==> config.mk <==
export PLATFORM = sky130hd
export DESIGN_NAME = pipe_stall_ctrl_flat
export DESIGN_NICKNAME = d
export VERILOG_FILES = /design/src/rtl/pipe_stall_ctrl_pkg.sv /design/src/rtl/pipe_stall_ctrl_if.sv /design/src/rtl/pipe_stall_ctrl_sat_counter.sv /design/src/rtl/pipe_stall_ctrl.sv /design/src/flat_wrapper.sv
export SDC_FILE = /design/constraint.sdc
export NUM_CORES = 1
export LEC_CHECK = 0
export BUFFER_PORTS_ARGS = -buffer_cell sky130_fd_sc_hd__buf_2
export CORE_MARGIN = 4
export CORE_UTILIZATION = 47
export DETAILED_ROUTE_END_ITERATION = 6
export PLACE_DENSITY = 0.76
export REMOVE_ABC_BUFFERS = 1
export SLEW_MARGIN = 5
export SYNTH_ARGS = -nofsm -noshare
export SYNTH_HDL_FRONTEND = slang
export SYNTH_SLANG_ARGS = --single-unit
==> constraint.sdc <==
create_clock -name clk -period 3.6 [get_ports clk]
set_clock_uncertainty 0.15 [all_clocks]
set_input_delay 1.08 -clock clk [delete_from_list [all_inputs] [get_ports clk]]
set_output_delay 1.08 -clock clk [all_outputs]
set_load 0.01 [all_outputs]
==> src/rtl/pipe_stall_ctrl_pkg.sv <==
// Shared pipeline constants and types for the stall/flush controller.
// State encoding, drain length and register-ID width live here.
package pipe_stall_ctrl_pkg;

    localparam int REG_ID_W  = 3;
    localparam int DRAIN_CYC = 3;

    typedef enum logic [1:0] {
        RUN      = 2'd0,
        MEM_WAIT = 2'd1,
        DRAIN    = 2'd2,
        HALTED   = 2'd3
    } state_e;

endpackage

==> src/rtl/pipe_stall_ctrl_if.sv <==
// Handshake bundle between the pipeline datapath and the stall controller.
// The datapath side is the master, the controller is the slave.
interface pipe_stall_ctrl_if #(
    parameter int CNT_W = 16
);
    import pipe_stall_ctrl_pkg::*;

    logic [REG_ID_W-1:0] dec_ReadReg1;
    logic [REG_ID_W-1:0] dec_ReadReg2;
    logic                dec_Reg1Used;
    logic                dec_Reg2Used;
    logic                dec_Halt;
    logic [REG_ID_W-1:0] exe_WriteReg;
    logic                exe_RegWrite;
    logic                exe_DMemRead;
    logic                exe_BranchTaken;
    logic                imem_Busy;
    logic                dmem_Busy;

    logic                pc_En;
    logic                ifid_En;
    logic                idex_En;
    logic                exmem_En;
    logic                memwb_En;
    logic                ifid_Flush;
    logic                idex_Bubble;
    logic                halted;
    logic [CNT_W-1:0]    stall_cnt;
    logic [CNT_W-1:0]    flush_cnt;

    modport master (
        output dec_ReadReg1, dec_ReadReg2,
        output dec_Reg1Used, dec_Reg2Used, dec_Halt,
        output exe_WriteReg, exe_RegWrite, exe_DMemRead,
        output exe_BranchTaken, imem_Busy, dmem_Busy,
        input  pc_En, ifid_En, idex_En, exmem_En, memwb_En,
        input  ifid_Flush, idex_Bubble, halted,
        input  stall_cnt, flush_cnt
    );

    modport slave (
        input  dec_ReadReg1, dec_ReadReg2,
        input  dec_Reg1Used, dec_Reg2Used, dec_Halt,
        input  exe_WriteReg, exe_RegWrite, exe_DMemRead,
        input  exe_BranchTaken, imem_Busy, dmem_Busy,
        output pc_En, ifid_En, idex_En, exmem_En, memwb_En,
        output ifid_Flush, idex_Bubble, halted,
        output stall_cnt, flush_cnt
    );

endinterface

==> src/rtl/pipe_stall_ctrl_sat_counter.sv <==
// Saturating up-counter used for pipeline statistics.
// Holds at all-ones instead of wrapping.
module sat_counter #(
    parameter int CNT_W = 16
) (
    input  logic             clk,
    input  logic             rst,
    input  logic             inc,
    output logic [CNT_W-1:0] count
);

    logic [CNT_W-1:0] cnt_q;
    logic [CNT_W-1:0] cnt_d;

    // next count: step by one unless already pinned at the top
    always_comb begin
        cnt_d = cnt_q;
        if (inc && (cnt_q != {CNT_W{1'b1}})) begin
            cnt_d = cnt_q + CNT_W'(1);
        end
    end

    // count register, cleared by reset
    always_ff @(posedge clk or posedge rst) begin
        if (rst) begin
            cnt_q <= '0;
        end else begin
            cnt_q <= cnt_d;
        end
    end

    assign count = cnt_q;

endmodule

==> src/rtl/pipe_stall_ctrl.sv <==
// Pipeline hazard controller: memory freezes, branch flushes,
// load-use bubbles, fetch stalls and halt draining.
module pipe_stall_ctrl #(
    parameter int CNT_W     = 16,
    parameter int DRAIN_CYC = pipe_stall_ctrl_pkg::DRAIN_CYC
) (
    input  logic             clk,
    input  logic             rst,
    pipe_stall_ctrl_if.slave bus
);
    import pipe_stall_ctrl_pkg::*;

    localparam int DW = (DRAIN_CYC > 1) ? $clog2(DRAIN_CYC) : 1;

    state_e          state_q;
    state_e          state_d;
    state_e          ret_q;
    state_e          ret_d;
    state_e          eff;
    logic [DW-1:0]   drain_q;
    logic [DW-1:0]   drain_d;

    logic            load_use;
    logic            pc_en;
    logic            ifid_en;
    logic            idex_en;
    logic            exmem_en;
    logic            memwb_en;
    logic            ifid_flush;
    logic            idex_bubble;
    logic            stall_inc;
    logic            flush_inc;

    // hazard: a load in EX writes a register decode is about to read
    always_comb begin
        load_use = bus.exe_RegWrite & bus.exe_DMemRead &
                   ((bus.dec_Reg1Used &
                     (bus.exe_WriteReg == bus.dec_ReadReg1)) |
                    (bus.dec_Reg2Used &
                     (bus.exe_WriteReg == bus.dec_ReadReg2)));
    end

    // next-state and control decode, highest-priority event first
    always_comb begin
        pc_en       = 1'b1;
        ifid_en     = 1'b1;
        idex_en     = 1'b1;
        exmem_en    = 1'b1;
        memwb_en    = 1'b1;
        ifid_flush  = 1'b0;
        idex_bubble = 1'b0;
        flush_inc   = 1'b0;
        state_d     = state_q;
        ret_d       = ret_q;
        drain_d     = drain_q;
        // a finished memory wait behaves as the state it interrupted
        eff = (state_q == MEM_WAIT) ? ret_q : state_q;

        if (state_q == HALTED) begin
            pc_en    = 1'b0;
            ifid_en  = 1'b0;
            idex_en  = 1'b0;
            exmem_en = 1'b0;
            memwb_en = 1'b0;
        end else if (bus.dmem_Busy) begin
            pc_en    = 1'b0;
            ifid_en  = 1'b0;
            idex_en  = 1'b0;
            exmem_en = 1'b0;
            memwb_en = 1'b0;
            state_d  = MEM_WAIT;
            if (state_q != MEM_WAIT) begin
                ret_d = state_q;
            end
        end else if (bus.exe_BranchTaken) begin
            // redirect squashes fetch and decode; also cancels a halt
            ifid_flush  = 1'b1;
            idex_bubble = 1'b1;
            flush_inc   = 1'b1;
            state_d     = RUN;
            ret_d       = RUN;
        end else if (eff == DRAIN) begin
            pc_en       = 1'b0;
            ifid_en     = 1'b0;
            idex_bubble = 1'b1;
            if (drain_q == '0) begin
                state_d = HALTED;
            end else begin
                drain_d = drain_q - DW'(1);
                state_d = DRAIN;
            end
        end else begin
            state_d = RUN;
            priority case (1'b1)
                load_use: begin
                    pc_en       = 1'b0;
                    ifid_en     = 1'b0;
                    idex_bubble = 1'b1;
                end
                bus.imem_Busy: begin
                    pc_en      = 1'b0;
                    ifid_flush = 1'b1;
                end
                bus.dec_Halt: begin
                    pc_en   = 1'b0;
                    ifid_en = 1'b0;
                    state_d = DRAIN;
                    drain_d = DW'(DRAIN_CYC - 1);
                end
                default: begin
                end
            endcase
        end

        stall_inc = ~pc_en & (state_q != HALTED);
    end

    // controller state, saved return state and drain countdown
    always_ff @(posedge clk or posedge rst) begin
        if (rst) begin
            state_q <= RUN;
            ret_q   <= RUN;
            drain_q <= '0;
        end else begin
            state_q <= state_d;
            ret_q   <= ret_d;
            drain_q <= drain_d;
        end
    end

    // outputs forced quiet while reset is asserted
    assign bus.pc_En       = pc_en & ~rst;
    assign bus.ifid_En     = ifid_en & ~rst;
    assign bus.idex_En     = idex_en & ~rst;
    assign bus.exmem_En    = exmem_en & ~rst;
    assign bus.memwb_En    = memwb_en & ~rst;
    assign bus.ifid_Flush  = ifid_flush & ~rst;
    assign bus.idex_Bubble = idex_bubble & ~rst;
    assign bus.halted      = (state_q == HALTED);

    sat_counter #(.CNT_W(CNT_W)) u_stall_cnt (
        .clk   (clk),
        .rst   (rst),
        .inc   (stall_inc),
        .count (bus.stall_cnt)
    );

    sat_counter #(.CNT_W(CNT_W)) u_flush_cnt (
        .clk   (clk),
        .rst   (rst),
        .inc   (flush_inc),
        .count (bus.flush_cnt)
    );

endmodule

==> src/flat_wrapper.sv <==
// flat-port wrapper written by rule: the top's interface ports become plain ports
module pipe_stall_ctrl_flat import pipe_stall_ctrl_pkg::*;
#(
    parameter int CNT_W     = 16,
    parameter int DRAIN_CYC = pipe_stall_ctrl_pkg::DRAIN_CYC
)
  (clk, rst, bus_dec_ReadReg1, bus_dec_ReadReg2, bus_dec_Reg1Used, bus_dec_Reg2Used, bus_dec_Halt, bus_exe_WriteReg, bus_exe_RegWrite, bus_exe_DMemRead, bus_exe_BranchTaken, bus_imem_Busy, bus_dmem_Busy, bus_pc_En, bus_ifid_En, bus_idex_En, bus_exmem_En, bus_memwb_En, bus_ifid_Flush, bus_idex_Bubble, bus_halted, bus_stall_cnt, bus_flush_cnt);
  pipe_stall_ctrl_if #(.CNT_W(CNT_W)) bus_i ();
  input  logic clk;
  input  logic rst;
  input wire logic [$bits(bus_i.dec_ReadReg1)-1:0] bus_dec_ReadReg1;
  input wire logic [$bits(bus_i.dec_ReadReg2)-1:0] bus_dec_ReadReg2;
  input wire logic [$bits(bus_i.dec_Reg1Used)-1:0] bus_dec_Reg1Used;
  input wire logic [$bits(bus_i.dec_Reg2Used)-1:0] bus_dec_Reg2Used;
  input wire logic [$bits(bus_i.dec_Halt)-1:0] bus_dec_Halt;
  input wire logic [$bits(bus_i.exe_WriteReg)-1:0] bus_exe_WriteReg;
  input wire logic [$bits(bus_i.exe_RegWrite)-1:0] bus_exe_RegWrite;
  input wire logic [$bits(bus_i.exe_DMemRead)-1:0] bus_exe_DMemRead;
  input wire logic [$bits(bus_i.exe_BranchTaken)-1:0] bus_exe_BranchTaken;
  input wire logic [$bits(bus_i.imem_Busy)-1:0] bus_imem_Busy;
  input wire logic [$bits(bus_i.dmem_Busy)-1:0] bus_dmem_Busy;
  output wire logic [$bits(bus_i.pc_En)-1:0] bus_pc_En;
  output wire logic [$bits(bus_i.ifid_En)-1:0] bus_ifid_En;
  output wire logic [$bits(bus_i.idex_En)-1:0] bus_idex_En;
  output wire logic [$bits(bus_i.exmem_En)-1:0] bus_exmem_En;
  output wire logic [$bits(bus_i.memwb_En)-1:0] bus_memwb_En;
  output wire logic [$bits(bus_i.ifid_Flush)-1:0] bus_ifid_Flush;
  output wire logic [$bits(bus_i.idex_Bubble)-1:0] bus_idex_Bubble;
  output wire logic [$bits(bus_i.halted)-1:0] bus_halted;
  output wire logic [$bits(bus_i.stall_cnt)-1:0] bus_stall_cnt;
  output wire logic [$bits(bus_i.flush_cnt)-1:0] bus_flush_cnt;
  assign bus_i.dec_ReadReg1 = bus_dec_ReadReg1;
  assign bus_i.dec_ReadReg2 = bus_dec_ReadReg2;
  assign bus_i.dec_Reg1Used = bus_dec_Reg1Used;
  assign bus_i.dec_Reg2Used = bus_dec_Reg2Used;
  assign bus_i.dec_Halt = bus_dec_Halt;
  assign bus_i.exe_WriteReg = bus_exe_WriteReg;
  assign bus_i.exe_RegWrite = bus_exe_RegWrite;
  assign bus_i.exe_DMemRead = bus_exe_DMemRead;
  assign bus_i.exe_BranchTaken = bus_exe_BranchTaken;
  assign bus_i.imem_Busy = bus_imem_Busy;
  assign bus_i.dmem_Busy = bus_dmem_Busy;
  assign bus_pc_En = bus_i.pc_En;
  assign bus_ifid_En = bus_i.ifid_En;
  assign bus_idex_En = bus_i.idex_En;
  assign bus_exmem_En = bus_i.exmem_En;
  assign bus_memwb_En = bus_i.memwb_En;
  assign bus_ifid_Flush = bus_i.ifid_Flush;
  assign bus_idex_Bubble = bus_i.idex_Bubble;
  assign bus_halted = bus_i.halted;
  assign bus_stall_cnt = bus_i.stall_cnt;
  assign bus_flush_cnt = bus_i.flush_cnt;
  pipe_stall_ctrl #(.CNT_W(CNT_W), .DRAIN_CYC(DRAIN_CYC)) u_core (.clk(clk), .rst(rst), .bus(bus_i));
endmodule
# After elaboration in Yosys (flattened, before gate mapping)
# Cells that the tools add are included.
# W data, S select, Z words.
dict set report word_totals {
  reg_bits 38
  inputBits 19
  word_cells 89
}
dict set report op_classes {
  n_reduce_logical 7
  bitwise 16
  n_eq_ne 13
  n_addsub 3
  n_mux 45
}
# operator count
set ops {}
lappend ops {{$add A16 B1 Y16 const B} 2}
lappend ops {{$ne A16 B16 Y1 const B} 2}
lappend ops {{$mux W1} 30}
lappend ops {{$mux W2} 15}
lappend ops {{$and A1 B1 Y1} 10}
lappend ops {{$reduce_and A7 Y1} 1}
lappend ops {{$eq A3 B3 Y1} 2}
lappend ops {{$ne A2 B1 Y1 const B} 3}
lappend ops {{$ne A2 B2 Y1 const B} 3}
lappend ops {{$not A1 Y1} 5}
lappend ops {{$eq A2 B2 Y1 const B} 2}
lappend ops {{$reduce_bool A2 Y1} 2}
lappend ops {{$reduce_and A3 Y1} 1}
lappend ops {{$eq A2 B1 Y1 const B} 1}
lappend ops {{$logic_and A1 B1 Y1} 2}
lappend ops {{$logic_not A2 Y1} 1}
lappend ops {{$sub A2 B1 Y2 const B} 1}
lappend ops {{$or A1 B1 Y1} 1}

# Logic depth before layout (Yosys ltp)
# Gate-level depths: netlist (run 1).
dict set report logic_depth {
  ltp_word 12
  mapped_depth 7
  depth_no_buf 7
}

# Hierarchy
# Synthesis (run 1) repeated with hierarchy kept, for this count alone.
dict set report unflattened {
  hier_cells 209
  hier_area_um2 2169.6
}
# module instances area_each_um2 cells_per_inst
set modules_own_cells {}
lappend modules_own_cells {sat_counter 2 805.8 71}
lappend modules_own_cells {pipe_stall_ctrl 1 558.0 67}

# Least setup slack after synthesis (run 1)
# No wires, ideal clock.
dict set report synth_path {
  path_type {input-to-output}
  start {input port rst}
  end {output port bus_ifid_Flush}
  t_arrival_ns 2.655
  path_stages 5
  slack_ns -0.285
  path_buffers 0
  path_cell_list {inv_1 -> nand2_1 -> inv_1 -> nand2_1 -> o21ai_0}
}
dict set report synth_between {
  elab_chain_cells 2
}
# element line
set synth_rtl {}
lappend synth_rtl {{from (decl)} flat_wrapper.sv:10} ;# input logic rst;
lappend synth_rtl {{$not A1 Y1} pipe_stall_ctrl.sv:137} ;# assign bus.ifid_Flush = ifid_flush & ~rst;
lappend synth_rtl {{$and A1 B1 Y1} pipe_stall_ctrl.sv:137}
lappend synth_rtl {{to (decl)} flat_wrapper.sv:27} ;# output wire logic [$bits(bus_i.ifid_Flush)-1:0] bus_ifid_Flush;
# Every way passes these cells.

# Worst setup path after layout (run 1)
dict set report layout_path {
  start {input port bus_exe_WriteReg[1]}
  end {output port bus_pc_En}
}
dict set report layout_between {
  elab_chain_cells 10
  word_cells_on_any_way 12
  cone_classes {eq/ne (2); mux (5); bitwise (5)}
}
# element line
set layout_rtl {}
lappend layout_rtl {{from (decl)} flat_wrapper.sv:16} ;# input wire logic [$bits(bus_i.exe_WriteReg)-1:0] bus_exe_WriteReg;
lappend layout_rtl {{$eq A3 B3 Y1 (on tied branches)} {pipe_stall_ctrl.sv:38, pipe_stall_ctrl.sv:40}}
lappend layout_rtl {{$and A1 B1 Y1 (on tied branches)} {pipe_stall_ctrl.sv:37, pipe_stall_ctrl.sv:39}}
lappend layout_rtl {{$or A1 B1 Y1 *} pipe_stall_ctrl.sv:38} ;# (bus.exe_WriteReg == bus.dec_ReadReg1)) |
lappend layout_rtl {{$and A1 B1 Y1 *} pipe_stall_ctrl.sv:36} ;# load_use = bus.exe_RegWrite & bus.exe_DMemRead &
lappend layout_rtl {{$mux W1 *} pipe_stall_ctrl.sv:94} ;# priority case (1'b1)
lappend layout_rtl {{$mux W1 *} pipe_stall_ctrl.sv:82} ;# end else if (eff == DRAIN) begin
lappend layout_rtl {{$mux W1 *} pipe_stall_ctrl.sv:75} ;# end else if (bus.exe_BranchTaken) begin
lappend layout_rtl {{$mux W1 *} pipe_stall_ctrl.sv:65} ;# end else if (bus.dmem_Busy) begin
lappend layout_rtl {{$mux W1 *} pipe_stall_ctrl.sv:59} ;# if (state_q == HALTED) begin
lappend layout_rtl {{$and A1 B1 Y1 *} pipe_stall_ctrl.sv:132} ;# assign bus.pc_En = pc_en & ~rst;
lappend layout_rtl {{to (decl)} flat_wrapper.sv:22} ;# output wire logic [$bits(bus_i.pc_En)-1:0] bus_pc_En;
# Mark *: on every way between the ends. The rest lies on a longest branch, timed or not.

==> run_results.csv, run 1 <==
group,metric,value,unit
grt,grt_max_degree,39,
finish,diodes,0,
yosys,ys_ff_latch,38,
grt,antenna_found_initial,0,
cts,cts_setup_buffers,0,
routing,routedWlPerCell,14.3,um
die,die_h,74.8,um
die,placeableCoreArea,4320,um2
placement,gp_congestion,0.812,
routing,firstDrtPassIters,4,
cts,ctsHoldBuffers,0,
worst_setup_path,critPathBufInv,2,
sta,drv_slew,0,
finish,final_nets,297,
yosys,postSynthAreaPerCell,9.89,um2
routing,num_vias,1817,
sta,fin_crit,3.49,ns
power_and_ir_drop,switching_share,34.1,%
worst_setup_path,arrival,2.26,ns
worst_setup_path,crit_path_end_kind,"output pin",
outcome,status,"finished, final reports clean",
cts,cts_buffer_depth,2,
worst_setup_path,reg2reg_depth,5,
cts,clk_latency,0.29,ns
power_and_ir_drop,cellInternalPower,0.891,mW
cts,clk_pin_slew,0.07,ns
yosys,yosysUniqueCellTypes,43,
sta,slew_headroom,62.8,%
power_and_ir_drop,p_clk_share,26.4,%
sta,fmax,287,MHz
routing,detail-route-antenna-nets,0,
sta,report.final.setup_viol,0,
sta,rsz0062_at_grt,"no",
worst_setup_path,cp-start-kind,"primary input",
power_and_ir_drop,net-switching-power,0.461,mW
placement,port_buffers,58,
routing,drc,0,
worst_setup_path,path_cells,"buf_2 -> xnor2_1 -> nand4_1 -> a21oi_1 -> nand2b_2 -> o41ai_2 -> buf_2",
placement,hpwl,3480,um
worst_setup_path,critPathMostFrequentCell,"buf_2",
power_and_ir_drop,ir_worst_vdd,0.283,mV
power_and_ir_drop,p_leak,1.25,nW
power_and_ir_drop,power_frac_comb,27.4,%
finish,area_growth,22.6,%
worst_setup_path,crit_start,"bus_exe_WriteReg[1]",
worst_setup_path,path_delay_family,"compound AO/OA/AOI/OAI gates",
cts,tritoncts,"done",
worst_setup_path,worstSetupPathType,"primary input to output pin",
die,design.die.area,5590,um2
power_and_ir_drop,power_frac_seq,46.2,%
placement,pre_cts_slack,0.0480,ns
yosys,synth_warnings,0,
cts,cts_repair_resize_count,0,
worst_setup_path,cpPeakStageDelay,0.29,ns
worst_setup_path,cp_num_cells,7,
worst_setup_path,worst-r2r-setup-slack,1.30,ns
job,cap_violations,0,
grt,grt_pass1_vias,1761,
grt,overflow,0,
sta,hold_viol,0,
routing,routed_via_density,5.54,
die,start_util,48.5,%
cts,cts_root_buf,"clkbuf_8",
sta,fin_crit_sh,96.9,%
power_and_ir_drop,p_per_area,526,nW/um2
finish,layout-drive-gt1-share,29.7,%
worst_setup_path,crit_fanout,6,
finish,fill_cells,407,
worst_setup_path,cpMaxStageDelayCell,"o41ai_2",
routing,drtIter0Drc,92,
cts,cts_buffers,5,
routing,wirelength,4690,um
worst_setup_path,critical_path.endpoint,"bus_pc_En",
cts,clock-sinks,38,
cts,htreeDepth,2,
sta,worst_pin_slew,0.551,ns
worst_setup_path,required,2.37,ns
power_and_ir_drop,power,1.35,mW
die,ioPinCount,59,
grt,grt_pass1_wl,7980,um
die,chipWidth,74.8,um
yosys,syn_inst,212,
die,rows,24,
yosys,syn_area,2100,um2
yosys,seq_area_frac_synth,45.3,%
sta,finalWorstSetupSlack,0.111,ns
worst_setup_path,regToRegEndpoint,"u_core.u_stall_cnt.count[1]",
hold_path,hold_path_class,"flop to flop",
grt,grt_usage,18.1,%
worst_setup_path,reg2reg_from,"u_core.u_stall_cnt.count[0]",
## through the flow
stage	cell area, um2	instances	setup TNS (ns)	util, %	hold WS, ns
finish	2570	328	0	59.5	0.331
global route	2570	328	0	59.5	0.357
CTS	2560	328	0	59.2	0.340
detailed placement	2450	320	0	56.7	0.323
global placement	2450	320	0	56.7	0.321
floorplan	2060	205	-1.19	-	0.307
## area by class of cell
class	instances	area, um2	share of cell area (%)
clock buffers	5	68.8	2.68
repair buffers	63	328	12.7
multi-input cells	156	1080	41.9
clock inverters	3	40.0	1.56
inverters	11	41.3	1.61
flip-flops and latches	38	951	37.0
well taps	52	65.1	2.53
## sequential cells by signal, summed over array words and instances, names as in the netlist
register	count
u_core.ret_q	2
u_core.u_stall_cnt.count	16
u_core.u_flush_cnt.count	16
u_core.drain_q	2
u_core.state_q	2
## power groups by stage
stage / Combinational (mW) / Clock (mW) / Sequential [mW]
2_1_floorplan: 0.203 / 0 / 0.641
3_3_place_gp: 0.362 / 0 / 0.628
3_5_place_dp: 0.373 / 0 / 0.629
4_1_cts: 0.375 / 0.366 / 0.623
5_1_grt: 0.414 / 0.386 / 0.640
6_report: 0.370 / 0.357 / 0.625
## cells by family after synthesis
logic type,synth area share [%]
AND/OR/NAND/NOR,24.5
flip-flops,45.3
XOR/XNOR,15.0
AO/OA/AOI/OAI,8.59
buffers and inverters,3.76
adder cells (fa/ha/maj),1.79
multiplexers,1.01
## worst min path at each step
stage / depth (start not counted) / from / slack, ns / end
3_5_place_dp: 1 / u_core.ret_q[1] / 0.32 / u_core.ret_q[1]
4_1_cts: 1 / u_core.ret_q[1] / 0.34 / u_core.ret_q[1]
3_3_place_gp: 1 / u_core.u_flush_cnt.count[13] / 0.32 / u_core.u_flush_cnt.count[13]
2_1_floorplan: 1 / u_core.ret_q[1] / 0.31 / u_core.ret_q[1]
5_1_grt: 1 / u_core.u_flush_cnt.count[13] / 0.36 / u_core.u_flush_cnt.count[13]
6_report: 1 / u_core.u_flush_cnt.count[13] / 0.33 / u_core.u_flush_cnt.count[13]
## synth_stat cells
cell | number | area [um2]
dfrtp_1 | 38 | 951
xnor2_1 | 29 | 254
nand2_1 | 18 | 67.6
nand3_1 | 17 | 85.1
nand4_1 | 15 | 93.8
inv_1 | 11 | 41.3
nor3_1 | 11 | 55.1
nor2_1 | 8 | 30.0
xor2_1 | 7 | 61.3
o21ai_0 | 6 | 30.0
and3_1 | 3 | 18.8
and4_1 | 3 | 26.3
buf_2 | 3 | 15.0
ha_1 | 3 | 37.5
nand4_2 | 3 | 37.5
a21oi_1 | 2 | 10.0
a31oi_1 | 2 | 12.5
and3_2 | 2 | 15.0
buf_4 | 2 | 15.0
clkbuf_1 | 2 | 7.51
nor3b_1 | 2 | 15.0
nor4_1 | 2 | 12.5
o21a_1 | 2 | 15.0
o31ai_1 | 2 | 15.0
a21o_1 | 1 | 7.51
a221oi_1 | 1 | 8.76
a31oi_2 | 1 | 12.5
a32o_1 | 1 | 10.0
and2_1 | 1 | 6.26
and3_4 | 1 | 11.3
mux2_2 | 1 | 11.3
mux2i_1 | 1 | 10.0
nand2b_1 | 1 | 6.26
nand4b_1 | 1 | 8.76
nor4bb_1 | 1 | 10.0
o211ai_1 | 1 | 7.51
o21bai_1 | 1 | 7.51
o311a_1 | 1 | 10.0
o311ai_2 | 1 | 16.3
o31a_1 | 1 | 8.76
o41ai_1 | 1 | 8.76
or2_1 | 1 | 6.26
or4_1 | 1 | 7.51
## per-layer routing
metal	vias to the layer above	share of wire (%)	track usage [%]
li1	891	-	-
met2	43	47	30.1
met4	0	1.1	4.15
met1	877	46	24.1
met3	6	5.5	4.14
met5	-	0	0
## placed cells by master, fill, tap and decap left out, types with 2 or more instances in the layout
cell / netlist / layout
nor3b_1: 2 / 2
clkbuf_8: 0 / 5
nand2_1: 18 / 18
nand4_2: 3 / 3
nor2_1: 8 / 8
clkinv_2: 0 / 2
a31oi_1: 2 / 2
xnor2_1: 29 / 29
nor4_1: 2 / 2
o31ai_1: 2 / 2
ha_1: 3 / 3
o21ai_0: 6 / 6
inv_1: 11 / 11
dfrtp_1: 38 / 38
a21oi_1: 2 / 2
nand4_1: 15 / 15
and4_1: 3 / 3
buf_2: 3 / 58
o21a_1: 2 / 2
and3_2: 2 / 2
and3_1: 3 / 3
buf_4: 2 / 5
xor2_1: 7 / 7
nand3_1: 17 / 17
nor3_1: 11 / 11
No activity file was read; power rests on OpenSTA's default activity.
==> inputs of run 2 (changes only) <==
--- a/config.mk
+++ b/config.mk
@@ -10,6 +10,7 @@
 export CORE_UTILIZATION = 47
 export DETAILED_ROUTE_END_ITERATION = 6
 export PLACE_DENSITY = 0.76
+export RECOVER_POWER = 25
 export REMOVE_ABC_BUFFERS = 1
 export SLEW_MARGIN = 5
 export SYNTH_ARGS = -nofsm -noshare
==> run 2 against run 1 <==
Against the previous run: the flow now finishes with violations (max-capacitance violations, max-slew violations); setup slack hardly changed; clock power hardly changed; routed wire length is 0.11% higher; sequential cell count is the same; final cell count is the same; sequential share of layout area increased by 0.054 points; total power down 0.12%; cell area shrank 0.15%; register-to-register slack about the same.
==> run_results.csv, run 2 (synthesis results as in run 1) <==
group,metric,value,unit
worst_setup_path,reg2reg_depth,5,
sta,finalWorstSetupSlack,0.111,ns
worst_setup_path,crit_fanout,6,
power_and_ir_drop,p_leak,1.24,nW
sta,hold_viol,0,
placement,hpwl,3480,um
worst_setup_path,crit_path_end_kind,"output pin",
grt,grt_pass1_wl,7980,um
die,placeableCoreArea,4320,um2
outcome,violations,"max-capacitance violations, max-slew violations",
finish,final_cell_mix,"58 x buf_2, 38 x dfrtp_1, 29 x xnor2_1",
routing,routedWlPerCell,14.3,um
placement,port_buffers,58,
placement,pre_cts_slack,0.0480,ns
worst_setup_path,worst-r2r-setup-slack,1.30,ns
worst_setup_path,cp-start-kind,"primary input",
cts,clk_latency,0.29,ns
routing,detail-route-antenna-nets,0,
cts,htreeDepth,2,
die,design.die.area,5590,um2
sta,drv_slew,39,
routing,wirelength,4700,um
hold_path,hold_path_class,"flop to flop",
die,chipWidth,74.8,um
grt,grt_usage,18.1,%
worst_setup_path,regToRegEndpoint,"u_core.u_stall_cnt.count[1]",
power_and_ir_drop,ir_worst_vdd,0.283,mV
hold_path,worstHoldPathCells,1,
routing,drtIter0Drc,95,
worst_setup_path,arrival,2.26,ns
sta,report.final.setup_viol,0,
die,start_util,48.5,%
routing,num_vias,1822,
cts,clk_pin_slew,0.07,ns
grt,grt_max_degree,39,
worst_setup_path,required,2.37,ns
sta,holdWs,0.330,ns
sta,slew_headroom,-33.1,%
cts,clock-sinks,38,
sta,fin_crit,3.49,ns
sta,fin_crit_sh,96.9,%
finish,regArea,951,um2
worst_setup_path,reg2reg_from,"u_core.u_stall_cnt.count[0]",
finish,final_common_cell,"buf_2",
die,die_h,74.8,um
hold_path,hp-start,"u_core.u_flush_cnt.count[13]",
grt,grt_pass1_vias,1761,
finish,layout-drive-gt1-share,29.3,%
grt,antenna_found_initial,0,
worst_setup_path,worstSetupPathType,"primary input to output pin",
routing,routed_via_density,5.55,
cts,cts_root_buf,"clkbuf_8",
sta,fmax,287,MHz
routing,firstDrtPassIters,4,
die,rows,24,
finish,diodes,0,
die,ioPinCount,59,
sta,worst_pin_slew,2.00,ns
hold_path,min_to,"u_core.u_flush_cnt.count[13]",
finish,fill_cells,409,
finish,final_nets,297,
cts,tritoncts,"done",
job,cap_violations,1,
sta,rsz0062_at_grt,"no",
placement,gp_congestion,0.812,
routing,drc,0,
grt,overflow,0,
finish,final_cell_area,2570,um2
cts,cts_buffers,5,
cts,cts_buffer_depth,2,
finish,multi_input_area,1080,um2
finish,area_growth,22.4,%
outcome,status,"finished, violations left",
power_and_ir_drop,p_per_area,526,nW/um2
finish,final_core_utilization,59.4,%
placement,placed_area,2450,um2
## run 2: cell types whose count changed in the layout (fill, tap and decap cells not counted)
cell | previous run | this run
buf_4 | 5 | 4
clkbuf_1 | 0 | 1
## run 2: through the flow
| stage | power [mW] | std cells | setup TNS (ns) |
|---|---|---|---|
| final | 1.35 | 328 | 0 |
| after global routing | 1.44 | 328 | 0 |
| after CTS | 1.36 | 328 | 0 |
| after detailed placement | 1.00 | 320 | 0 |
| after global placement | 0.990 | 320 | 0 |
| after floorplan | 0.845 | 205 | -1.19 |
## run 2: worst max-delay path by stage
stage	from	endpoint	cells after the start
finish	bus_exe_WriteReg[1]	bus_pc_En	7
global placement	bus_exe_WriteReg[0]	bus_pc_En	7
floorplan	rst	bus_ifid_Flush	5
detailed placement	bus_exe_WriteReg[1]	bus_pc_En	7
global route	bus_exe_WriteReg[0]	bus_pc_En	7
CTS	bus_exe_WriteReg[1]	bus_pc_En	7
## run 2: where the power goes
group	internal [mW]	switching [mW]	leakage, nW
clock	0.204	0.153	0.0579
combinational	0.178	0.192	0.691
sequential	0.509	0.115	0.495
## run 2: critical path: stages
cell	delay, ns
buf_2	0.12
xnor2_1	0.13
nand4_1	0.13
a21oi_1	0.10
nand2b_2	0.23
o41ai_2	0.29
buf_2	0.18
## run 2: cell type report
type / instances / area share, %
Multi-Input combinational cell: 156 / 42.0
Sequential cell: 38 / 37.0
Timing Repair Buffer: 63 / 12.6
Clock buffer: 5 / 2.68
Tap cell: 52 / 2.53
Inverter: 11 / 1.61
Clock inverter: 3 / 1.56
## run 2: repair_timing
item	CTS	global route
setup endpoints to repair	0	4
endpoints found under the hold margin	0	0
hold buffers	0	0
resized for setup	0	2
buffers inserted	0	0
## run 2: routing by layer
metal	part of all wire, %	wire, um	vias up	global-route usage, %
met5	0	0	-	0
met4	1.1	53	0	4.15
met3	5.5	260	6	4.14
met2	46	2180	43	30.1
met1	47	2200	881	24.1
li1	-	-	892	-
==> inputs of run 3 (changes only) <==
--- a/config.mk
+++ b/config.mk
@@ -7,9 +7,8 @@
 export LEC_CHECK = 0
 export BUFFER_PORTS_ARGS = -buffer_cell sky130_fd_sc_hd__buf_2
 export CORE_MARGIN = 4
-export CORE_UTILIZATION = 47
+export CORE_UTILIZATION = 28
 export DETAILED_ROUTE_END_ITERATION = 6
-export PLACE_DENSITY = 0.76
 export RECOVER_POWER = 25
 export REMOVE_ABC_BUFFERS = 1
 export SLEW_MARGIN = 5
==> run 3 against run 2 <==
Against the previous run: the flow still finishes with violations (max-capacitance violations, max-slew violations); cell area increased by 1.8%; sequential share of layout area decreased by 0.66 points; critical path depth increased by 1; fmax increased by 0.85%; non-clock buffer count increased by 1; utilization decreased by 23 points; sequential cell count unchanged; die area increased by 60%; setup slack improved by 0.029 ns; routed wire length increased by 5.6%; sequential power increased by 0.6%; combinational power about the same; critical path type unchanged; largest cell class unchanged; largest power group unchanged.
==> run_results.csv, run 3 (synthesis results as in run 1) <==
group,metric,value,unit
power_and_ir_drop,switching_share,35.9,%
worst_setup_path,worst-r2r-setup-slack,1.27,ns
cts,clock-sinks,38,
cts,cts_setup_buffers,0,
sta,fin_crit_sh,96.1,%
worst_setup_path,cp_num_cells,8,
worst_setup_path,crit_path_end_kind,"output pin",
routing,routedWlPerCell,13.2,um
routing,routed_via_density,4.87,
power_and_ir_drop,ir_worst_vdd,0.276,mV
power_and_ir_drop,p_leak,1.23,nW
sta,fin_crit,3.46,ns
cts,cts_buffers,5,
cts,tritoncts,"done",
finish,layout-drive-gt1-share,28.9,%
cts,ctsHoldBuffers,0,
sta,report.final.setup_viol,0,
placement,hpwl,3770,um
die,rows,31,
sta,hold_viol,0,
placement,port_buffers,58,
grt,antenna_found_initial,0,
cts,cts_root_buf,"clkbuf_8",
sta,rsz0062_at_grt,"no",
finish,fin_cells,376,
cts,clk_pin_slew,0.08,ns
die,design.die.area,8940,um2
routing,drtIter0Drc,66,
hold_path,worstHoldPathCells,1,
power_and_ir_drop,cellInternalPower,0.842,mW
die,placeableCoreArea,7250,um2
sta,drv_slew,39,
worst_setup_path,critPathMostFrequentCell,"buf_2",
job,cap_violations,1,
finish,diodes,0,
die,ioPinCount,59,
grt,grt_pass1_vias,1803,
worst_setup_path,cp-start-kind,"primary input",
placement,place_inst,368,
finish,final_common_cell,"buf_2",
sta,fmax,289,MHz
worst_setup_path,worstSetupPathType,"primary input to output pin",
worst_setup_path,crit_fanout,4,
die,start_util,28.9,%
finish,area_growth,24.6,%
hold_path,hp-start,"u_core.u_flush_cnt.count[13]",
finish,final_nets,298,
power_and_ir_drop,p_per_area,502,nW/um2
worst_setup_path,cpMaxStageDelayCell,"a21oi_1",
sta,holdWs,0.335,ns
finish,final_cell_area,2610,um2
worst_setup_path,path_cells,"buf_2 -> xnor2_1 -> nand4_1 -> a21oi_1 -> nand2b_4 -> buf_4 -> o21a_1 -> buf_2",
routing,wirelength,4960,um
worst_setup_path,cpPeakStageDelay,0.22,ns
cts,clk_latency,0.29,ns
power_and_ir_drop,p_clk_share,23.9,%
placement,gp_congestion,0.761,
die,chipWidth,94.5,um
sta,worst_pin_slew,2.05,ns
cts,cts_buffer_depth,2,
cts,htreeDepth,2,
worst_setup_path,regToRegEndpoint,"u_core.u_stall_cnt.count[1]",
routing,drc,0,
routing,num_vias,1831,
grt,overflow,0,
power_and_ir_drop,power_frac_comb,28.2,%
finish,final_core_utilization,36.0,%
power_and_ir_drop,net-switching-power,0.470,mW
routing,detail-route-antenna-nets,0,
worst_setup_path,required,2.37,ns
worst_setup_path,critPathBufInv,3,
grt,grt_pass1_wl,8470,um
sta,slew_headroom,-36.5,%
worst_setup_path,reg2reg_depth,5,
power_and_ir_drop,power_frac_seq,47.9,%
outcome,status,"finished, violations left",
hold_path,min_to,"u_core.u_flush_cnt.count[13]",
worst_setup_path,reg2reg_from,"u_core.u_stall_cnt.count[0]",
finish,final_cell_mix,"58 x buf_2, 38 x dfrtp_1, 29 x xnor2_1",
die,die_h,94.5,um
grt,grt_max_degree,39,
worst_setup_path,path_delay_family,"buffers and inverters",
finish,fill_cells,775,
outcome,violations,"max-capacitance violations, max-slew violations",
hold_path,hold_path_class,"flop to flop",
grt,grt_usage,11.9,%
routing,firstDrtPassIters,4,
placement,placed_area,2520,um2
worst_setup_path,arrival,2.23,ns
run 3: metrics by stage:
| stage | setup slack [ns] | TNS [ns] | power (mW) |
|---|---|---|---|
| floorplan | -0.386 | -1.19 | 0.845 |
| global placement | 0.0973 | 0 | 0.998 |
| detailed placement | 0.0886 | 0 | 1.01 |
| CTS | 0.0852 | 0 | 1.33 |
| global route | 0.0311 | 0 | 1.41 |
| finish | 0.141 | 0 | 1.31 |
run 3: worst max-delay path by stage:
stage | from | to | slack (ns)
after floorplan | rst | bus_ifid_Flush | -0.39
after global placement | bus_exe_WriteReg[0] | bus_pc_En | 0.1
after detailed placement | bus_exe_WriteReg[1] | bus_pc_En | 0.09
after CTS | bus_exe_WriteReg[1] | bus_pc_En | 0.09
after global routing | bus_exe_WriteReg[2] | bus_idex_Bubble | 0.03
final | bus_exe_WriteReg[1] | bus_idex_Bubble | 0.14
run 3: layout make-up:
type	instances	area [um2]	share of cell area [%]
clock buffer	6	82.6	3.16
clock inverter	2	12.5	0.479
inverter	11	41.3	1.58
multi-input combinational	156	1070	41.1
sequential	38	951	36.4
tap	99	124	4.74
timing repair buffer	64	328	12.5
run 3: what timing repair did:
action | in CTS | in global routing
hold endpoints to repair | 0 | 0
gates resized for setup | 0 | 1
endpoints found under the setup margin | 0 | 2
run 3: power by group through the flow:
stage	Combinational (mW)	Sequential (mW)	Clock (mW)
2_1_floorplan	0.203	0.641	0
3_3_place_gp	0.366	0.631	0
3_5_place_dp	0.375	0.637	0
4_1_cts	0.376	0.629	0.326
5_1_grt	0.417	0.648	0.346
6_report	0.370	0.628	0.314
run 3: metal layers:
| layer | vias up | track usage (%) | part of all wire [%] |
|---|---|---|---|
| li1 | 890 | - | - |
| met1 | 898 | 15.4 | 46 |
| met2 | 39 | 19.6 | 49 |
| met3 | 4 | 3.67 | 4.6 |
| met4 | 0 | 2.16 | 0.56 |
| met5 | - | 0 | 0 |
run 3: worst register-to-register path, delay by kind of cell (launching register included):
family,cells,cell delay (ns)
adder cells (fa/ha/maj),1,0.27
flip-flops,1,0.46
multiplexers,1,0.35
AND/OR/NAND/NOR,3,0.99
